--- src/rtl/solo_squash_game_if.sv ---
// Pad-side signal bundle for the squash game: active-low player controls in, VGA colour/sync and
// speaker out.
interface solo_squash_game_if;
    logic pause_n;
    logic new_game_n;
    logic up_key_n;
    logic down_key_n;
    logic red;
    logic green;
    logic blue;
    logic hsync;
    logic vsync;
    logic speaker;

    modport slave (
        input  pause_n, new_game_n, up_key_n, down_key_n,
        output red, green, blue, hsync, vsync, speaker
    );

    modport master (
        output pause_n, new_game_n, up_key_n, down_key_n,
        input  red, green, blue, hsync, vsync, speaker
    );
endinterface

--- src/rtl/solo_squash_game.sv ---
// Single-player VGA squash: raster timing, once-per-frame ball/paddle update, 1-bit RGB render
// and a bounce/miss tone. Game geometry is in 640x480 screen pixels regardless of raster timing.
module solo_squash_game #(
    parameter int unsigned HVis  = 640,
    parameter int unsigned HFp   = 16,
    parameter int unsigned HSync = 96,
    parameter int unsigned HBp   = 48,
    parameter int unsigned VVis  = 480,
    parameter int unsigned VFp   = 10,
    parameter int unsigned VSync = 2,
    parameter int unsigned VBp   = 33
) (
    input  logic              clk,
    input  logic              resetb,
    solo_squash_game_if.slave bus
);
    localparam logic [9:0] HLast      = 10'(HVis + HFp + HSync + HBp - 1);
    localparam logic [9:0] VLast      = 10'(VVis + VFp + VSync + VBp - 1);
    localparam logic [9:0] HSyncStart = 10'(HVis + HFp);
    localparam logic [9:0] HSyncEnd   = 10'(HVis + HFp + HSync);
    localparam logic [9:0] VSyncStart = 10'(VVis + VFp);
    localparam logic [9:0] VSyncEnd   = 10'(VVis + VFp + VSync);
    localparam logic [9:0] HVisEnd    = 10'(HVis);
    localparam logic [9:0] VVisEnd    = 10'(VVis);

    localparam logic [9:0] Wall       = 10'd16;
    localparam logic [9:0] Ball       = 10'd16;
    localparam logic [9:0] PadH       = 10'd64;
    localparam logic [9:0] PadX       = 10'd608;
    localparam logic [9:0] PadW       = 10'd8;
    localparam logic [9:0] PadStep    = 10'd4;
    localparam logic [9:0] ScreenW    = 10'd640;
    localparam logic [9:0] FloorY     = 10'd464;
    localparam logic [9:0] PyMin      = 10'd16;
    localparam logic [9:0] PyMax      = 10'd400;
    localparam logic [9:0] BxInit     = 10'd320;
    localparam logic [9:0] ByInit     = 10'd240;
    localparam logic [9:0] PyInit     = 10'd208;
    localparam logic [4:0] HitFrames  = 5'd8;
    localparam logic [4:0] MissFrames = 5'd16;

    logic [9:0] h_q, v_q;
    logic [3:0] meta_q, sync_q;
    logic [9:0] bx_q, bx_d, by_q, by_d, py_q, py_d;
    logic       dx_q, dx_d, dy_q, dy_d;
    logic [4:0] hit_tmr_q, hit_tmr_d, miss_tmr_q, miss_tmr_d;
    logic [2:0] rgb_q, rgb_d;
    logic       hsync_q, hsync_d, vsync_q, vsync_d, speaker_q, speaker_d;

    logic       tick, pause, new_game, up, down;
    logic [9:0] nbx, nby;
    logic       ndx, ndy, bounce, miss;
    logic       visible, ball_px, pad_px, wall_px;

    always_ff @(posedge clk or negedge resetb) begin
        if (!resetb) begin
            h_q <= '0;
            v_q <= '0;
        end else if (h_q == HLast) begin
            h_q <= '0;
            v_q <= (v_q == VLast) ? '0 : v_q + 10'd1;
        end else begin
            h_q <= h_q + 10'd1;
        end
    end

    // Sync flops reset to all-ones so every control starts inactive.
    always_ff @(posedge clk or negedge resetb) begin
        if (!resetb) begin
            meta_q <= 4'b1111;
            sync_q <= 4'b1111;
        end else begin
            meta_q <= {bus.pause_n, bus.new_game_n, bus.up_key_n, bus.down_key_n};
            sync_q <= meta_q;
        end
    end

    assign pause    = !sync_q[3];
    assign new_game = !sync_q[2];
    assign up       = !sync_q[1];
    assign down     = !sync_q[0];
    assign tick     = (h_q == 10'd0) && (v_q == VVisEnd);

    always_comb begin
        bx_d       = bx_q;
        by_d       = by_q;
        py_d       = py_q;
        dx_d       = dx_q;
        dy_d       = dy_q;
        hit_tmr_d  = hit_tmr_q;
        miss_tmr_d = miss_tmr_q;
        nbx        = dx_q ? bx_q + 10'd1 : bx_q - 10'd1;
        nby        = dy_q ? by_q + 10'd1 : by_q - 10'd1;
        ndx        = dx_q;
        ndy        = dy_q;
        bounce     = 1'b0;
        miss       = 1'b0;
        if (tick) begin
            if (hit_tmr_q != 5'd0)  hit_tmr_d  = hit_tmr_q - 5'd1;
            if (miss_tmr_q != 5'd0) miss_tmr_d = miss_tmr_q - 5'd1;
            if (new_game) begin
                bx_d = BxInit;
                by_d = ByInit;
                py_d = PyInit;
                dx_d = 1'b1;
                dy_d = 1'b1;
            end else if (!pause) begin
                if (up && !down) begin
                    py_d = (py_q <= PyMin + PadStep) ? PyMin : py_q - PadStep;
                end else if (down && !up) begin
                    py_d = (py_q >= PyMax - PadStep) ? PyMax : py_q + PadStep;
                end
                if (nbx <= Wall) begin
                    ndx    = 1'b1;
                    bounce = 1'b1;
                end
                if (nby <= Wall) begin
                    ndy    = 1'b1;
                    bounce = 1'b1;
                end
                if (nby + Ball >= FloorY) begin
                    ndy    = 1'b0;
                    bounce = 1'b1;
                end
                // Paddle hit tests the paddle as it stood before this frame's move.
                if (dx_q && (nbx + Ball >= PadX) && (nby + Ball > py_q) && (nby < py_q + PadH)) begin
                    ndx    = 1'b0;
                    bounce = 1'b1;
                end
                if (nbx + Ball >= ScreenW) begin
                    nbx  = BxInit;
                    nby  = ByInit;
                    ndx  = 1'b0;
                    miss = 1'b1;
                end
                bx_d = nbx;
                by_d = nby;
                dx_d = ndx;
                dy_d = ndy;
                if (bounce) hit_tmr_d  = HitFrames;
                if (miss)   miss_tmr_d = MissFrames;
            end
        end
    end

    always_ff @(posedge clk or negedge resetb) begin
        if (!resetb) begin
            bx_q       <= BxInit;
            by_q       <= ByInit;
            py_q       <= PyInit;
            dx_q       <= 1'b1;
            dy_q       <= 1'b1;
            hit_tmr_q  <= '0;
            miss_tmr_q <= '0;
        end else begin
            bx_q       <= bx_d;
            by_q       <= by_d;
            py_q       <= py_d;
            dx_q       <= dx_d;
            dy_q       <= dy_d;
            hit_tmr_q  <= hit_tmr_d;
            miss_tmr_q <= miss_tmr_d;
        end
    end

    always_comb begin
        visible = (h_q < HVisEnd) && (v_q < VVisEnd);
        ball_px = (h_q >= bx_q) && (h_q < bx_q + Ball) && (v_q >= by_q) && (v_q < by_q + Ball);
        pad_px  = (h_q >= PadX) && (h_q < PadX + PadW) && (v_q >= py_q) && (v_q < py_q + PadH);
        wall_px = (v_q < Wall) || (v_q >= FloorY) || (h_q < Wall);
        rgb_d   = 3'b000;
        if (visible) begin
            if (ball_px)      rgb_d = 3'b110;
            else if (pad_px)  rgb_d = 3'b111;
            else if (wall_px) rgb_d = 3'b010;
        end
        hsync_d   = !((h_q >= HSyncStart) && (h_q < HSyncEnd));
        vsync_d   = !((v_q >= VSyncStart) && (v_q < VSyncEnd));
        speaker_d = (miss_tmr_q != 5'd0) ? v_q[6] : (hit_tmr_q != 5'd0) ? v_q[4] : 1'b0;
    end

    always_ff @(posedge clk or negedge resetb) begin
        if (!resetb) begin
            rgb_q     <= 3'b000;
            hsync_q   <= 1'b1;
            vsync_q   <= 1'b1;
            speaker_q <= 1'b0;
        end else begin
            rgb_q     <= rgb_d;
            hsync_q   <= hsync_d;
            vsync_q   <= vsync_d;
            speaker_q <= speaker_d;
        end
    end

    assign bus.red     = rgb_q[2];
    assign bus.green   = rgb_q[1];
    assign bus.blue    = rgb_q[0];
    assign bus.hsync   = hsync_q;
    assign bus.vsync   = vsync_q;
    assign bus.speaker = speaker_q;
endmodule

--- src/flat_wrapper.sv ---
// flat-port wrapper written by rule: the top's interface ports become plain ports
module solo_squash_game_flat 
#(
    parameter int unsigned HVis  = 640,
    parameter int unsigned HFp   = 16,
    parameter int unsigned HSync = 96,
    parameter int unsigned HBp   = 48,
    parameter int unsigned VVis  = 480,
    parameter int unsigned VFp   = 10,
    parameter int unsigned VSync = 2,
    parameter int unsigned VBp   = 33
)
  (clk, resetb, bus_pause_n, bus_new_game_n, bus_up_key_n, bus_down_key_n, bus_red, bus_green, bus_blue, bus_hsync, bus_vsync, bus_speaker);
  solo_squash_game_if bus_i ();
  input  logic clk;
  input  logic resetb;
  input wire logic [$bits(bus_i.pause_n)-1:0] bus_pause_n;
  input wire logic [$bits(bus_i.new_game_n)-1:0] bus_new_game_n;
  input wire logic [$bits(bus_i.up_key_n)-1:0] bus_up_key_n;
  input wire logic [$bits(bus_i.down_key_n)-1:0] bus_down_key_n;
  output wire logic [$bits(bus_i.red)-1:0] bus_red;
  output wire logic [$bits(bus_i.green)-1:0] bus_green;
  output wire logic [$bits(bus_i.blue)-1:0] bus_blue;
  output wire logic [$bits(bus_i.hsync)-1:0] bus_hsync;
  output wire logic [$bits(bus_i.vsync)-1:0] bus_vsync;
  output wire logic [$bits(bus_i.speaker)-1:0] bus_speaker;
  assign bus_i.pause_n = bus_pause_n;
  assign bus_i.new_game_n = bus_new_game_n;
  assign bus_i.up_key_n = bus_up_key_n;
  assign bus_i.down_key_n = bus_down_key_n;
  assign bus_red = bus_i.red;
  assign bus_green = bus_i.green;
  assign bus_blue = bus_i.blue;
  assign bus_hsync = bus_i.hsync;
  assign bus_vsync = bus_i.vsync;
  assign bus_speaker = bus_i.speaker;
  solo_squash_game #(.HVis(HVis), .HFp(HFp), .HSync(HSync), .HBp(HBp), .VVis(VVis), .VFp(VFp), .VSync(VSync), .VBp(VBp)) u_core (.clk(clk), .resetb(resetb), .bus(bus_i));
endmodule
--- config.mk ---
export PLATFORM = sky130hd
export DESIGN_NAME = solo_squash_game_flat
export DESIGN_NICKNAME = d
export VERILOG_FILES = /design/src/rtl/solo_squash_game_if.sv /design/src/rtl/solo_squash_game.sv /design/src/flat_wrapper.sv
export SDC_FILE = /design/constraint.sdc
export NUM_CORES = 1
export LEC_CHECK = 0
export BUFFER_PORTS_ARGS = -buffer_cell sky130_fd_sc_hd__buf_2
export CORE_MARGIN = 4
export CORE_UTILIZATION = 50
export CTS_CLUSTER_DIAMETER = 100
export DETAILED_ROUTE_END_ITERATION = 12
export GPL_TIMING_DRIVEN = 0
export PLACE_DENSITY_LB_ADDON = 0.1
export SYNTH_ARGS = -nofsm -noshare
export SYNTH_HDL_FRONTEND = slang
export SYNTH_SLANG_ARGS = --single-unit
--- constraint.sdc ---
create_clock -name clk -period 4.15 [get_ports clk]
set_input_delay 0.83 -clock clk [delete_from_list [all_inputs] [get_ports clk]]
set_output_delay 0.83 -clock clk [all_outputs]
set_load 0.03 [all_outputs]
==> results of run 1 <==
==> how the worst max path moves through the flow <==
stage | startpoint | to | slack [ns]
floorplan | u_core.dy_q | u_core.dx_q | 0.02
global placement | u_core.dy_q | u_core.dx_q | -1.10
detailed placement | u_core.dy_q | u_core.dx_q | -1.20
CTS | u_core.dy_q | u_core.dx_q | -0.32
global route | u_core.dy_q | u_core.hit_tmr_q[3] | -0.52
finish | u_core.dy_q | u_core.hit_tmr_q[3] | -0.39
==> Yosys cell counts, types with 3 or more instances <==
| cell type | n |
|---|---|
| a22oi_1 | 5 |
| a2bb2oi_1 | 4 |
| o21a_1 | 13 |
| a21o_1 | 9 |
| a211oi_1 | 11 |
| nand3_1 | 24 |
| nor4_1 | 6 |
| o21ai_1 | 4 |
| xnor2_1 | 27 |
| o211ai_1 | 5 |
| a211o_1 | 5 |
| nor2b_1 | 8 |
| or4_1 | 3 |
| nand4b_1 | 3 |
| dfstp_2 | 21 |
| a21oi_1 | 50 |
| a21oi_2 | 3 |
| o21bai_1 | 3 |
| ha_1 | 101 |
| a2111oi_0 | 3 |
| o221ai_1 | 3 |
| nand2_1 | 45 |
| and3_1 | 9 |
| dfrtp_1 | 53 |
| or3_1 | 7 |
| buf_2 | 6 |
| inv_1 | 69 |
| nor2_1 | 59 |
| xor2_1 | 14 |
| a31oi_1 | 5 |
| nor3_1 | 24 |
| a41oi_1 | 3 |
| o21ai_0 | 40 |
| or2_2 | 5 |
| clkbuf_1 | 13 |
| nand4_1 | 17 |
| nand2b_1 | 13 |
| a221oi_1 | 4 |
| and2_1 | 5 |
| o22ai_1 | 17 |
| o31ai_1 | 3 |
==> kinds of logic after synthesis <==
logic type / Yosys count / synth area share
multiplexers: 1 / 0.001719
XOR/XNOR: 43 / 0.06094
AND/OR/NAND/NOR: 241 / 0.1876
buffers and inverters: 91 / 0.05406
adder cells (fa/ha/maj): 103 / 0.1990
flip-flops: 74 / 0.2867
AO/OA/AOI/OAI: 208 / 0.2099
==> routing by layer <==
metal  part of all wire  track usage  vias up
li1                   -            -     2868
met1               0.46       0.3287     2863
met2               0.48       0.4119      122
met3              0.034      0.04747       25
met4              0.018      0.06158        0
met5                  0            0        -
==> registers in the layout (all words and copies together) (netlist names), 3 cells and up <==
name,flops
u_core.sync_q,4
u_core.rgb_q,3
u_core.py_q,8
u_core.by_q,10
u_core.v_q,10
u_core.h_q,10
u_core.hit_tmr_q,5
u_core.meta_q,4
u_core.miss_tmr_q,5
u_core.bx_q,10
==> power breakdown <==
| part | switching, uW | total [uW] | internal [uW] | leakage [uW] |
|---|---|---|---|---|
| registers | 1.93 | 731 | 729 | 0.000938 |
| logic | 23.4 | 32.1 | 8.72 | 0.00243 |
| clock network | 305 | 771 | 466 | 0.000143 |
| total | 330 | 1530 | 1200 | 0.00352 |
==> per-stage QoR <==
stage          instance area, um2  std cells  setup TNS (ns)    util  power, uW
2_1_floorplan                6550        761               0       -      752.4
3_3_place_gp                 6820        944          -6.189  0.5361      772.0
3_5_place_dp                 6850        945          -6.643  0.5385      776.5
4_1_cts                      7691        984          -1.678  0.6045       1552
5_1_grt                      7819        993          -2.870  0.6146       1589
6_report                     7819        993          -2.137  0.6146       1534
==> final cells by class <==
cell class | instances | area (um2) | share of cell area
clock inverter | 5 | 57.56 | 0.007361
sequential | 74 | 1879 | 0.2404
multi-input combinational | 596 | 4711 | 0.6025
clock buffer | 11 | 232.7 | 0.02976
tap | 172 | 215.2 | 0.02752
inverter | 69 | 266.5 | 0.03409
buffer | 18 | 86.33 | 0.01104
timing repair buffer | 48 | 370.4 | 0.04737
==> timing repair <==
item,CTS,global route
resized for setup,64,11
endpoints found under the setup margin,6,16
setup buffers,27,9
pin swaps,27,20
hold buffers,0,0
hold endpoints to repair,0,0
==> results.md, run 1 <==
- Yosys top cell area share: 0.2025
- Ys Warns: 0
- Total GRT Usage: 0.2461
- Total wire length: 17.74 mm
- Buffers on Ports: 11
- Vias/cell: 5.919
- Pre-Repair DR Iteration Count: 5
- Critical path depth: 18
- Worst-path maximum fanout: 6
- Initial antenna violation count: 0
- Post-synthesis area per instance: 8.607 um2
- Largest stage delay, worst path: 0.58 ns
- Max Fclk: 220.2 MHz
- Worst-path cell chain: clkinvlp_4 -> buf_4 -> ha_4 -> nand2b_4 -> a21o_1 -> a221o_1 -> buf_4 -> o31ai_4 -> xnor2_1 -> ha_1 -> nand4b_1 -> o221ai_2 -> nand3_2 -> a41oi_4 -> a31oi_4 -> or2_4 -> a21oi_4 -> nand2b_4
- Num ports: 12
- Core area: 12720 um2
- Clock sink count: 74
- Hold Path Sink: u_core.sync_q[0]
- Clock slew at reported path FFs: 0.06 ns
- Cells on worst reg2reg path: 18
- Vias in the first global route: 5743
- Worst setup margin: -0.3913 ns
- Residual DRC: 0
- Worst slew margin: 0.5547
- Final hold vios: 0
- R2r endpoint: u_core.hit_tmr_q[3]
- Fill count: 1132
- Die height: 122.5 um
- Crit path max-delay family: compound AO/OA/AOI/OAI gates
- Critical path's slowest cell: dfstp_2
- Worst-margin pin slew: 0.6679 ns
- Final worst clock skew: 0.006476 ns
- DP Worst Slack: -1.202 ns
- FF-to-FF setup slack: -0.39 ns
- Max-cap check violation count: 0
- Failing checks: setup timing
- Initial Util: 0.5149
- Final nets: 925
- Synth Instances: 761
- Ys flop type: dfrtp_1
- HP Start: u_core.meta_q[0]
- Clock latency on the worst-skew pair: 0.34 ns
- Post-detail-place hpwl: 12.96 mm
- Critical Path RT: 4.43 ns
- CP bufs+invs: 3
- Reg-to-reg critical path startpoint: u_core.dy_q
- Worst hold path depth: 0
- Setup Viol. Count Final: 6
- Async S/R FF share, synth: 1.000
- Post-Syn Area: 6550 um2
- Status: complete, but fails checks
- Drt initial violations: 405
- Root Buffer Master: clkbuf_16
- Leakage: 0.003516 uW
- Max-slew violation count: 0
- Number of flops mapped to enable cells by yosys: 0
- Clk buf depth: 2
- Crit path time final: 4.541 ns
- Commonest cells after routing, fill and taps aside: ha_1 (93), inv_1 (66), nor2_1 (57)
- H-tree levels: 3
- Synth area leader: dfrtp_1
- Layout cell share with drive strength beyond 1: 0.1912
- Tcrit/Tclk final: 1.094
- Core Rows: 41
- Commonest non-fill, non-tap cell in the layout: ha_1
- Seq cells post-synth: 74
- Number of diodes: 0
- Routed vias: 5878
- Post-synthesis sequential area ratio: 0.2867
- Netlist cell types: 72
- Die area: 15000 um2
- Setup CP Type: reg2reg
- RePlAce Congestion: 0.9438
- Routed length per instance: 17.86 um
- Cts bufs inserted: 9
- CP Data Arrival Time: 4.82 ns
- DIE WIDTH: 122.5 um
- Syn Nets: 870
- Critical Path Start Type: register
- Area Overhead vs Synth: 19.37%
- Unrepaired setup endpoints after global routing: yes
- Top area cells in the synthesized netlist: dfrtp_1 (20%), ha_1 (19%), dfstp_2 (8.4%), inv_1 (4.0%), a21oi_1 (3.8%)
- Gr ovfl total: 0
- VDD IR-drop max: 0.2733 mV
- WHS: 0.3551 ns
- Setup crit end kind: register
- Largest net degree at the start of global routing: 50
- First-pass GRT wire length: 29.07 mm
- Class of the worst hold path: reg2reg
- TritonCTS clock tree: done
- Cell Pwr Density: 196.3 nW/um2
- ANT nets after route: 0
(Power assumes the default switching activity.)
==> run 2: changes to the inputs <==
- CORE_UTILIZATION: 50 -> 48
- RECOVER_POWER: not set -> 25
==> run 2 against run 1 <==
  * The run ends with capacitance limit, slew limit, setup timing left
  * Register-to-register slack better by 0.08 ns
  * Via count increased by 1.8%
  * Power rose by 1.4%
  * Largest power group unchanged
  * Combinational power decreased by 6.2%
  * Count of clock-buffer cells in the layout down 1
  * Largest cell class unchanged
  * Die area grew 3.9%
  * Critical endpoint unchanged
  * Clock skew grew 0.0023 ns
  * Clock power increased by 3.0%
  * Final area fell by 0.43%
  * Wire length grew 3.4%
==> results.md, run 2 (synthesized netlist as in run 1, its figures left out) <==
- Worst-path maximum fanout: 5
- Final nets: 918
- TritonCTS clock tree: done
- Clk buf depth: 2
- Critical Path RT: 4.44 ns
- Die height: 124.8 um
- Cts bufs inserted: 9
- HP Start: u_core.meta_q[0]
- Crit path time final: 4.464 ns
- Clock Power Share: 0.510
- Drt initial violations: 375
- NetSw: 353.8 uW
- Leakage: 0.003451 uW
- Flop pwr share: 0.470
- Area Overhead vs Synth: 18.85%
- Residual DRC: 0
- Worst hold path depth: 0
- Worst setup margin: -0.3140 ns
- Vias in the first global route: 5977
- Worst-margin pin slew: 1.607 ns
- Vias/cell: 6.041
- Hold Path Sink: u_core.sync_q[0]
- DIE WIDTH: 124.8 um
- Core Rows: 42
- Number of diodes: 0
- Largest net degree at the start of global routing: 63
- Pre-Repair DR Iteration Count: 5
- Clock sink count: 74
- H-tree levels: 3
- Max-slew violation count: 63
- Status: complete, but fails checks
- Setup Viol. Count Final: 6
- WHS: 0.3448 ns
- Class of the worst hold path: reg2reg
- DP Area: 6855 um2
- Unrepaired setup endpoints after global routing: yes
- Commonest non-fill, non-tap cell in the layout: ha_1
- Layout cell share with drive strength beyond 1: 0.1880
- Setup crit end kind: register
- Worst slew margin: -0.07120
- Gr ovfl total: 0
- CP Data Arrival Time: 4.76 ns
- Max-cap check violation count: 1
- Gate power share: 0.019
- Root Buffer Master: clkbuf_16
- Failing checks: capacitance limit, slew limit, setup timing
- Commonest cells after routing, fill and taps aside: ha_1 (92), inv_1 (66), nor2_1 (57)
- Cell Pwr Density: 199.9 nW/um2
- RePlAce Congestion: 0.9320
- Tcrit/Tclk final: 1.076
- FF-to-FF setup slack: -0.31 ns
- Final Cell Area: 7785 um2
- Initial Util: 0.4927
- ANT nets after route: 0
- Cells on worst reg2reg path: 19
- Clock latency on the worst-skew pair: 0.35 ns
- Final hold vios: 0
- R2r endpoint: u_core.hit_tmr_q[3]
- Total wire length: 18.34 mm
- Total GRT Usage: 0.2379
- Setup CP Type: reg2reg
- Routed length per instance: 18.53 um
- Switching Share: 0.2274
- Buffers on Ports: 11
- Core area: 13300 um2
- VDD IR-drop max: 0.1518 mV
- P_int: 1202 uW
- First-pass GRT wire length: 30.08 mm
- Reg-to-reg critical path startpoint: u_core.dy_q
- Routed vias: 5981
- Num ports: 12
- Critical Path Start Type: register
- Initial antenna violation count: 0
- Die area: 15580 um2
- Max Fclk: 224.0 MHz
- Final worst clock skew: 0.008757 ns
- Clock slew at reported path FFs: 0.07 ns
- Post-detail-place hpwl: 13.25 mm
run 2: cell count changes in the layout (fill, tap and decap cells not counted), sizes merged:
cell and delta:
clkbuf +1, buf -9, inv +2, clkinv -1
run 2: repair_timing:
item	4_1_cts	5_1_grt
hold endpoints to repair	0	0
resized for setup	60	20
hold buffers	0	0
pin swaps	13	17
buffers inserted	20	9
endpoints found under the setup margin	6	16
run 2: layout make-up:
cell class | count | area (um2)
plain buffers | 18 | 82.58
clock buffers | 10 | 229.0
clock inverters | 6 | 65.06
fillers | 1193 | 5510
inverters | 69 | 262.8
multi-input cells | 596 | 4751
flip-flops and latches | 74 | 1879
well taps | 176 | 220.2
repair buffers | 41 | 295.3
run 2: metrics by stage:
step | TNS (ns) | total power [uW] | setup slack (ns) | util | std cells
after floorplan | 0 | 752.4 | 0.01983 | - | 761
after global placement | -5.354 | 773.3 | -0.9333 | 0.5134 | 948
after detailed placement | -5.816 | 777.9 | -1.022 | 0.5156 | 949
after CTS | -0.6832 | 1580 | -0.1378 | 0.5720 | 982
after global routing | -2.583 | 1610 | -0.4641 | 0.5855 | 990
final | -1.671 | 1556 | -0.3140 | 0.5855 | 990
run 2: worst max-delay path, cell delays in order, from the launching register on:
cell and delay [ns]:
dfstp_2 0.56, clkinvlp_4 0.16, buf_6 0.16, buf_6 0.11, ha_4 0.28, nor2_4 0.06, a21o_4 0.21, a221o_1 0.36
buf_4 0.15, o31ai_4 0.23, xnor2_1 0.13, ha_1 0.32, nand4b_1 0.17, o221ai_2 0.23, nand3_2 0.12, a41oi_4 0.31
a31oi_4 0.15, or2_4 0.32, a21oi_4 0.21, nand2b_4 0.15
run 2: worst max path at each step:
stage / depth (start not counted) / to / from
after global placement: 20 / u_core.dx_q / u_core.dy_q
after CTS: 20 / u_core.hit_tmr_q[3] / u_core.dy_q
after detailed placement: 20 / u_core.dx_q / u_core.dy_q
final: 19 / u_core.hit_tmr_q[3] / u_core.dy_q
after global routing: 19 / u_core.hit_tmr_q[3] / u_core.dy_q
after floorplan: 18 / u_core.dx_q / u_core.dy_q
run 2: power by group through the flow:
stage	combinational, uW	clock, uW	sequential [uW]
after global routing	34.5	845	731
after detailed placement	34.0	0	744
after floorplan	9.13	0	743
after global placement	29.6	0	744
after CTS	34.5	814	731
final	30.1	794	732
run 2: per-layer routing:
metal  routed length, um  global-route usage
met5                   0                   0
met3                 775             0.02873
met1                8075              0.3095
met2                8893              0.3989
met4                 595              0.1033
